**src/rtl/hsi_mse_acc.sv**
```systemverilog
// Per-reference squared-error accumulator: one band pair per cycle in, one saturated MSE per vector out.
// HSI_MSE_ACC_ROUND_EN selects round-half-up for the mean; when it is undefined, the mean is truncated.
module hsi_mse_acc #(
  parameter int unsigned DATA_WIDTH            = 16,
  parameter int unsigned HSI_BANDS             = 128,
  parameter int unsigned HSI_LIBRARY_SIZE      = 256,
  parameter int unsigned HSI_LIBRARY_SIZE_ADDR = $clog2(HSI_LIBRARY_SIZE),
  parameter int unsigned HSI_BANDS_ADDR        = $clog2(HSI_BANDS)
) (
  input  logic                             clk,
  input  logic                             rst_n,
  input  logic                             band_valid,
  output logic                             band_ready,
  input  logic [DATA_WIDTH-1:0]            sample_band,
  input  logic [DATA_WIDTH-1:0]            ref_band,
  input  logic [HSI_LIBRARY_SIZE_ADDR-1:0] ref_id_in,
  input  logic [HSI_LIBRARY_SIZE_ADDR-1:0] library_length_in,
  output logic                             mse_valid,
  input  logic                             mse_ready,
  output logic [DATA_WIDTH-1:0]            mse_out,
  output logic [HSI_LIBRARY_SIZE_ADDR-1:0] ref_id_out,
  input  logic                             start,
  output logic                             done,
  output logic                             idle,
  output logic                             ready
);

  localparam int unsigned SQ_W  = 2 * DATA_WIDTH;
  localparam int unsigned ACC_W = SQ_W + HSI_BANDS_ADDR;
  localparam int unsigned LEN_W = HSI_LIBRARY_SIZE_ADDR + 1;
`ifdef HSI_MSE_ACC_ROUND_EN
  localparam int unsigned SUM_W = ACC_W + 1;
`else
  localparam int unsigned SUM_W = ACC_W;
`endif

  typedef enum logic [2:0] {StIdle, StAccum, StDrain, StOut, StDone} state_e;

  state_e                            r_state, w_state_next;
  logic [HSI_BANDS_ADDR-1:0]         r_band_cnt;
  logic [1:0]                        r_drain_cnt;
  logic [LEN_W-1:0]                  r_len;
  logic [LEN_W-1:0]                  r_vec_cnt;
  logic [HSI_LIBRARY_SIZE_ADDR-1:0]  r_ref_id;
  logic                              r_diff_vld;
  logic signed [DATA_WIDTH:0]        r_diff;
  logic                              r_sq_vld;
  logic [SQ_W-1:0]                   r_sq;
  logic [ACC_W-1:0]                  r_acc;
  logic                              r_mse_valid;
  logic [DATA_WIDTH-1:0]             r_mse;
  logic [HSI_LIBRARY_SIZE_ADDR-1:0]  r_ref_id_out;

  logic                              w_accept;
  logic                              w_first_band;
  logic                              w_last_band;
  logic                              w_out_fire;
  logic                              w_last_vec;
  logic [SUM_W-1:0]                  w_sum;
  logic [SUM_W-1:0]                  w_mean;
  logic [DATA_WIDTH-1:0]             w_sat;

  assign w_accept     = band_valid && (r_state == StAccum);
  assign w_first_band = (r_band_cnt == '0);
  assign w_last_band  = (r_band_cnt == HSI_BANDS_ADDR'(HSI_BANDS - 1));
  assign w_out_fire   = (r_state == StOut) && r_mse_valid && mse_ready;
  assign w_last_vec   = ((r_vec_cnt + LEN_W'(1)) == r_len);

  always_comb begin
`ifdef HSI_MSE_ACC_ROUND_EN
    // One extra bit keeps the rounding constant from wrapping a full accumulator.
    w_sum = {1'b0, r_acc} + SUM_W'(HSI_BANDS / 2);
`else
    w_sum = r_acc;
`endif
    w_mean = w_sum >> HSI_BANDS_ADDR;
    w_sat  = (|w_mean[SUM_W-1:DATA_WIDTH]) ? '1 : w_mean[DATA_WIDTH-1:0];
  end

  always_comb begin
    w_state_next = r_state;
    unique case (r_state)
      StIdle:  if (start) w_state_next = StAccum;
      StAccum: if (w_accept && w_last_band) w_state_next = StDrain;
      StDrain: if (r_drain_cnt == 2'd2) w_state_next = StOut;
      StOut:   if (w_out_fire) w_state_next = w_last_vec ? StDone : StAccum;
      StDone:  w_state_next = StIdle;
      default: w_state_next = StIdle;
    endcase
  end

  assign band_ready = (r_state == StAccum);
  assign idle       = (r_state == StIdle);
  assign ready      = (r_state == StIdle);
  assign done       = (r_state == StDone);
  assign mse_valid  = r_mse_valid;
  assign mse_out    = r_mse;
  assign ref_id_out = r_ref_id_out;

  always_ff @(posedge clk or negedge rst_n) begin
    if (!rst_n) begin
      r_state <= StIdle;
    end else begin
      r_state <= w_state_next;
    end
  end

  always_ff @(posedge clk or negedge rst_n) begin
    if (!rst_n) begin
      r_len       <= '0;
      r_vec_cnt   <= '0;
      r_band_cnt  <= '0;
      r_drain_cnt <= '0;
      r_ref_id    <= '0;
    end else begin
      if ((r_state == StIdle) && start) begin
        r_len      <= (library_length_in == '0) ? LEN_W'(HSI_LIBRARY_SIZE)
                                                : LEN_W'(library_length_in);
        r_vec_cnt  <= '0;
        r_band_cnt <= '0;
      end
      if (w_accept) begin
        r_band_cnt <= r_band_cnt + HSI_BANDS_ADDR'(1);
        if (w_first_band) r_ref_id <= ref_id_in;
      end
      r_drain_cnt <= (r_state == StDrain) ? r_drain_cnt + 2'd1 : 2'd0;
      if (w_out_fire) r_vec_cnt <= r_vec_cnt + LEN_W'(1);
    end
  end

  // Three-stage datapath: difference, square, accumulate. Valid bits gate every stage.
  always_ff @(posedge clk or negedge rst_n) begin
    if (!rst_n) begin
      r_diff_vld <= 1'b0;
      r_diff     <= '0;
      r_sq_vld   <= 1'b0;
      r_sq       <= '0;
      r_acc      <= '0;
    end else begin
      r_diff_vld <= w_accept;
      if (w_accept) begin
        r_diff <= $signed({1'b0, sample_band}) - $signed({1'b0, ref_band});
      end
      r_sq_vld <= r_diff_vld;
      if (r_diff_vld) r_sq <= SQ_W'(r_diff * r_diff);
      if (w_accept && w_first_band) begin
        r_acc <= '0;
      end else if (r_sq_vld) begin
        r_acc <= r_acc + ACC_W'(r_sq);
      end
    end
  end

  always_ff @(posedge clk or negedge rst_n) begin
    if (!rst_n) begin
      r_mse_valid  <= 1'b0;
      r_mse        <= '0;
      r_ref_id_out <= '0;
    end else begin
      if ((r_state == StOut) && !r_mse_valid) begin
        r_mse_valid  <= 1'b1;
        r_mse        <= w_sat;
        r_ref_id_out <= r_ref_id;
      end else if (w_out_fire) begin
        r_mse_valid <= 1'b0;
      end
    end
  end

endmodule

```
**config.mk**
```make
export PLATFORM = sky130hd
export DESIGN_NAME = hsi_mse_acc
export DESIGN_NICKNAME = d
export VERILOG_FILES = /design/src/rtl/hsi_mse_acc.sv
export SDC_FILE = /design/constraint.sdc
export NUM_CORES = 1
export LEC_CHECK = 0
export CAP_MARGIN = 20
export CORE_MARGIN = 1
export CORE_UTILIZATION = 30
export DETAILED_ROUTE_END_ITERATION = 8
export GPL_TIMING_DRIVEN = 0
export PLACE_DENSITY = 0.52
export SLEW_MARGIN = 20
export SYNTH_ARGS = -nofsm -noshare
export SYNTH_HDL_FRONTEND = slang
export SYNTH_SLANG_ARGS = --single-unit
```
**constraint.sdc**
```tcl
create_clock -name clk -period 8.35 [get_ports clk]
set_input_delay 0.835 -clock clk [delete_from_list [all_inputs] [get_ports clk]]
set_output_delay 0.835 -clock clk [all_outputs]
set_load 0.02 [all_outputs]
```
## Yosys cells after proc, flatten, opt, wreduce, memory -nomap -nowiden

Cells that the tools add are included.
Widths: inputs -> output; s select.

- Register bits after elaboration: 153
- Input bits: 53
- Output and inout bits: 29
- Logic and storage cells: 66

- Add/subtract/negate cells: 5
- $mul: 1
- Equality and inequality tests: 11
- Multiplexer cells: 17
- Reduce and logical (&&, ||, !) cells: 18

Operators by type and width:

| cell | number |
|---|---|
| $mux 39 | 2 |
| $add 39x32->39 | 1 |
| $mul 17x17->32 | 1 |
| $mux 9 | 3 |
| $sub 16x16->17 | 1 |
| $mux 16 | 1 |
| $reduce_or 16->1 | 1 |
| $mux 3 | 5 |
| $mux 7 | 2 |
| $pmux 3 s4 | 1 |
| $add 9x1->9 const B | 1 |
| $eq 9x9->1 | 1 |
| $logic_not 8->1 | 1 |
| $reduce_bool 2->1 | 4 |
| $add 7x1->7 const B | 1 |
| $eq 7x7->1 const B | 1 |
| $logic_and 1x1->1 | 7 |
| $logic_not 7->1 | 1 |
| $eq 3x2->1 const B | 2 |
| $ne 2x2->1 const B | 3 |
| $reduce_and 4->1 | 1 |
| $eq 3x1->1 const B | 1 |
| $eq 3x3->1 const B | 1 |
| $logic_not 3->1 | 1 |
| 7 further kinds | 8 |

## Depth between registers and ports, before layout

- Word-level depth: 5
- Gate-level depth with buffers: 26
- Mapped depth without buffers: 25

## Least setup slack after synthesis

OpenSTA, ideal clock, no wires.

- Path type: reg2reg
- Start: register r_diff[5]
- End: register r_sq[31]
- Setup time: 0.125 ns
- Arrival: 6.470 ns
- Required time: 8.225 ns
- Slack: 1.755 ns
- Cell stages (with the launch flop): 26
- Buffers on the path: 2
- Clock period less this slack: 6.595 ns
- Cell sequence: dfrtp_1 clkbuf_1 clkbuf_1 nand2_1 fa_1 inv_1 fa_1 inv_1 fa_1 inv_1 fa_1 fa_1 inv_1 fa_1 inv_1 ha_1 and3_4 a221oi_4 nor2_2 a211o_4 a31oi_4 nor3_2 a2111o_1 a21oi_2 xnor2_1 mux2_4

- Word-level cells in the longest chain between the ends: 1

Ends and longest elaborated chain:

| item | line | text |
|---|---|---|
| from (decl) | 46 | `logic signed [DATA_WIDTH:0] r_diff;` |
| from (signal assigned) | 142 | `r_diff <= $signed({1'b0, sample_band}) - $signed({1'b0, ref_band});` |
| $mul 17x17->32 | 145 | `if (r_diff_vld) r_sq <= SQ_W'(r_diff * r_diff);` |
| to (signal assigned) | 145 |  |
| to (decl) | 48 | `logic [SQ_W-1:0] r_sq;` |

Every way passes these cells.
A chain may end at the register's enable or synchronous reset.

## Worst setup path after layout

- Start: register r_diff[13]
- End: register r_sq[30]

The elaborated chain is that of the path after synthesis.

==> results.txt <==
In this run the critical register-to-register path is captured at r_sq[30]. Measured along the x axis, the die boundary spans 246 µm. The detailed-route wire length came out at 44800 µm. The top cell type by total area after synthesis is sky130_fd_sc_hd__fa_1. The number of global-route vias before repair came out at 14100. The flow ran to the end, and the final reports show no timing, DRC or antenna violations. The share of synthesized area in the top cell type comes to 28.7%. Clock-pin slew was measured on the worst setup and hold paths at 0.07 ns. The mean instance size in the synthesized netlist was 9.58 µm²; the count of hold-fix buffers inserted at cts was 0.

The final hold violation count came out at 0. The number of instances in the synthesized netlist was 1872; the clock sink count was 152. The worst setup path is launched from a register.

STA puts the critical path data arrival time at 8.20 ns. The number of clock buffers added by TritonCTS is 17. Timing analysis after detailed placement gives a worst setup slack of 0.467 ns.

After synthesis, the share of flip-flops with an asynchronous set or reset is 100%. For this design the top-level I/O count stands at 82. The number of pins with negative max-slew slack in the final report came out at 0. The synthesized netlist devotes 38.4% of its cell area to adder and majority cells. The final worst slack was 0.491 ns. The achievable frequency came out at 0.127 GHz. In this run, synthesis inferred 0 flip-flops with an integrated enable. Count of vias placed by the detailed router: 13000.

In the global route stage, overall resource usage came out at 15.7%. In this run, post-CTS repair resized a total of 0 instances. The ratio of routed vias to standard cells is 4.71.

The mean routed wirelength per cell is 16.2 µm. The number of nets handed over by synthesis was 2321. The area growth from synthesis to layout is 13.6%. After floorplanning, the core was sized to cover 59000 µm². The number of non-filler instances in the completed layout came out at 2760.

Dominant combinational cell family by area after synthesis: adder cells. The number of buffers inserted to repair setup after CTS was 0. Final hold slack: 0.388 ns.

Summing the areas of all compound-gate instances in the mapped netlist gives 11.0% of the synthesized area. The maximum fanout along the worst path is 10. The count of buffers from port buffering was 81. Ranked by total cell area, the synthesized netlist is headed by sky130_fd_sc_hd__fa_1 29%, sky130_fd_sc_hd__dfrtp_1 21%, sky130_fd_sc_hd__ha_1 9.7%. The xor and xnor area share after synthesis was 4.69%. At the later pin of the worst-skew pair, clock insertion delay measures 0.45 ns. The post-layout minimum cycle time is 7.86 ns.

The first global-routing pass estimated 74500 µm of wire. The die covers 60700 µm². By count the netlist is led by 380 x sky130_fd_sc_hd__inv_1, 257 x sky130_fd_sc_hd__fa_1, 165 x sky130_fd_sc_hd__nand2_1. The clock passes through at most 2 buffers. The total congestion overflow after global routing came out at 0.

The tightest min-delay check is of the in -> async type. Portion of netlist area occupied by mux cells: 3.82%. The sequential area share after synthesis is 21.2%, and the final number of setup-violating endpoints is 0. Once placement completed, the tool counted placed cells totaling 2728.

TritonCTS built the clock tree. Once detail routing completed, the nets flagged for antenna violations numbered 0. For the worst clock skew, the log shows 0.0145 ns.

For this run, the leading register cell type out of synthesis is sky130_fd_sc_hd__dfrtp_1. In the finished design, the share of the clock period the worst path needs comes to 94.1%. In this run, synthesis produced a sequential element count of 152. In this run the cell area of the synthesized design comes to 17900 µm². The master cell of the clock root buffer is sky130_fd_sc_hd__clkbuf_16. The worst setup path is captured at a register. At the pin with the least slew margin, the transition time is 0.879 ns.

The netlist uses 74 different library cells. After the last flow step, the layout net total stands at 2423. The number of cells on the worst reg-to-reg path is 23. Relative max-transition margin: 41.4%.

Detailed placement ended at an HPWL of 36700 µm. The H-tree was split into 4 levels. The simple-gate share of the synthesized area was 11.8%; the number of rows created at floorplan was 89.

The number of warnings printed during yosys synthesis is 0. The initial utilization of the core area, before any placement, comes to 30.4%. Count of filler cells inserted in the layout: 6044. The launch instance of the worst register-to-register path is r_diff[13]. Cells with a size suffix above 1 make up 5.39% of the layout. Setup repair after global routing left no endpoint under its margin. In this run the register-to-register setup slack is 0.49 ns.

The cell with the most instances after synthesis is sky130_fd_sc_hd__inv_1. The kind of critical path was reg -> reg. The total iterations of the first detailed-routing run is 5, and the required time at the endpoint of the critical path is 8.69 ns. Entering global routing, the biggest net connects 79 pins. The logs give 0.910 for the weighted congestion reported at the end of routability-driven placement and 0 for the count of maximum capacitance violations. For this run, design rule violations remaining after detail routing come to 0. For this block, the initial DRC count from the detailed router was 631. The initial antenna violation count came out at 3.

The height of the chip works out to 246 µm.
## area by class of cell
cell class                 instances  area, µm²  area share [%]
multi-input combinational       1284      12500            61.4
sequential                       152       3800            18.7
inverter                         381       1430            7.02
tap                              773        967            4.75
timing repair buffer              83        851            4.18
clock buffer                      18        439            2.16
buffer                            55        214            1.05
clock inverter                    13        163           0.799
antenna                            1       2.50          0.0123
## through the flow
step	utilization, %	instance area, µm²	TNS, ns
floorplan	-	17900	0
global placement	33.4	19700	-36.18
detailed placement	33.5	19800	0
CTS	34.5	20400	0
global route	34.5	20400	0
finish	34.5	20400	0
## kinds of logic (layout without fill, tap and decap cells)
family                   Yosys count  count (layout)
AND/OR/NAND/NOR                  446             446
buffers and inverters            436             550
adder cells (fa/ha/maj)          396             396
AO/OA/AOI/OAI                    283             283
flip-flops                       152             152
XOR/XNOR                          96              96
multiplexers                      63              63
other                              0               1
## worst max-delay path by stage
stage | from | end | slack, ns | cells past startpoint
2_1_floorplan | r_diff[5] | r_sq[31] | 1.76 | 25
3_3_place_gp | rst_n | r_vec_cnt[1] | -0.26 | 1
3_5_place_dp | r_diff[6] | r_sq[30] | 0.47 | 25
4_1_cts | r_diff[5] | r_sq[30] | 0.43 | 25
5_1_grt | r_diff[13] | r_sq[30] | 0.01 | 23
6_report | r_diff[13] | r_sq[30] | 0.49 | 23
## metal layers
layer  share of wire (%)  global-route usage (%)
met2                  48                    26.2
met5               0.076                       0
met1                  46                    20.7
met4                 1.5                    3.59
met3                 5.1                    3.33
## state kept, by name, indices dropped and copies added (netlist names)
name and flops:
r_len 9, r_ref_id 8, r_diff_vld 1, r_drain_cnt 2, r_diff 17, r_acc 39, mse_out 16, r_vec_cnt 9
ref_id_out 8, r_band_cnt 7, r_sq 31, r_state 3, mse_valid 1, r_sq_vld 1
## critical path, stage by stage, from the launching register on
cell and delay (ns):
sky130_fd_sc_hd__dfrtp_1 0.40, sky130_fd_sc_hd__clkbuf_1 0.40, sky130_fd_sc_hd__clkbuf_1 0.57, sky130_fd_sc_hd__nand2_1 0.22, sky130_fd_sc_hd__fa_1 0.56, sky130_fd_sc_hd__fa_1 0.53
sky130_fd_sc_hd__fa_1 0.51, sky130_fd_sc_hd__inv_1 0.06, sky130_fd_sc_hd__fa_1 0.49, sky130_fd_sc_hd__fa_1 0.49, sky130_fd_sc_hd__inv_1 0.05, sky130_fd_sc_hd__fa_1 0.53
sky130_fd_sc_hd__inv_1 0.06, sky130_fd_sc_hd__ha_1 0.37, sky130_fd_sc_hd__and3_4 0.24, sky130_fd_sc_hd__and3_2 0.18, sky130_fd_sc_hd__o311ai_1 0.15, sky130_fd_sc_hd__a31oi_1 0.39
sky130_fd_sc_hd__o22ai_1 0.27, sky130_fd_sc_hd__o22ai_1 0.38, sky130_fd_sc_hd__nor4_1 0.09, sky130_fd_sc_hd__o41ai_1 0.41, sky130_fd_sc_hd__xor2_1 0.11, sky130_fd_sc_hd__mux2_2 0.27
## cell usage in the layout (no fill, tap or decap), drive strengths merged, types with 8 or more instances in the layout
cell type,instances
xnor2,69
and2,51
o31ai,11
o21ai,72
nand2,165
mux2,41
clkdlybuf4s50,80
a211oi,14
dfrtp,152
nand3,18
a21oi,55
inv,386
ha,139
nor2,103
nor3,22
nor4,10
a21o,28
o22a,16
xor2,27
nor2b,20
fa,257
nand2b,11
a31oi,13
o21a,15
or3,9
nand4,8
mux2i,22
clkbuf,70
o21bai,13
and3,15
Power is left out: the tool's default activity adds up to more than one toggle a clock period on the data nets, which glitch-free logic cannot reach.
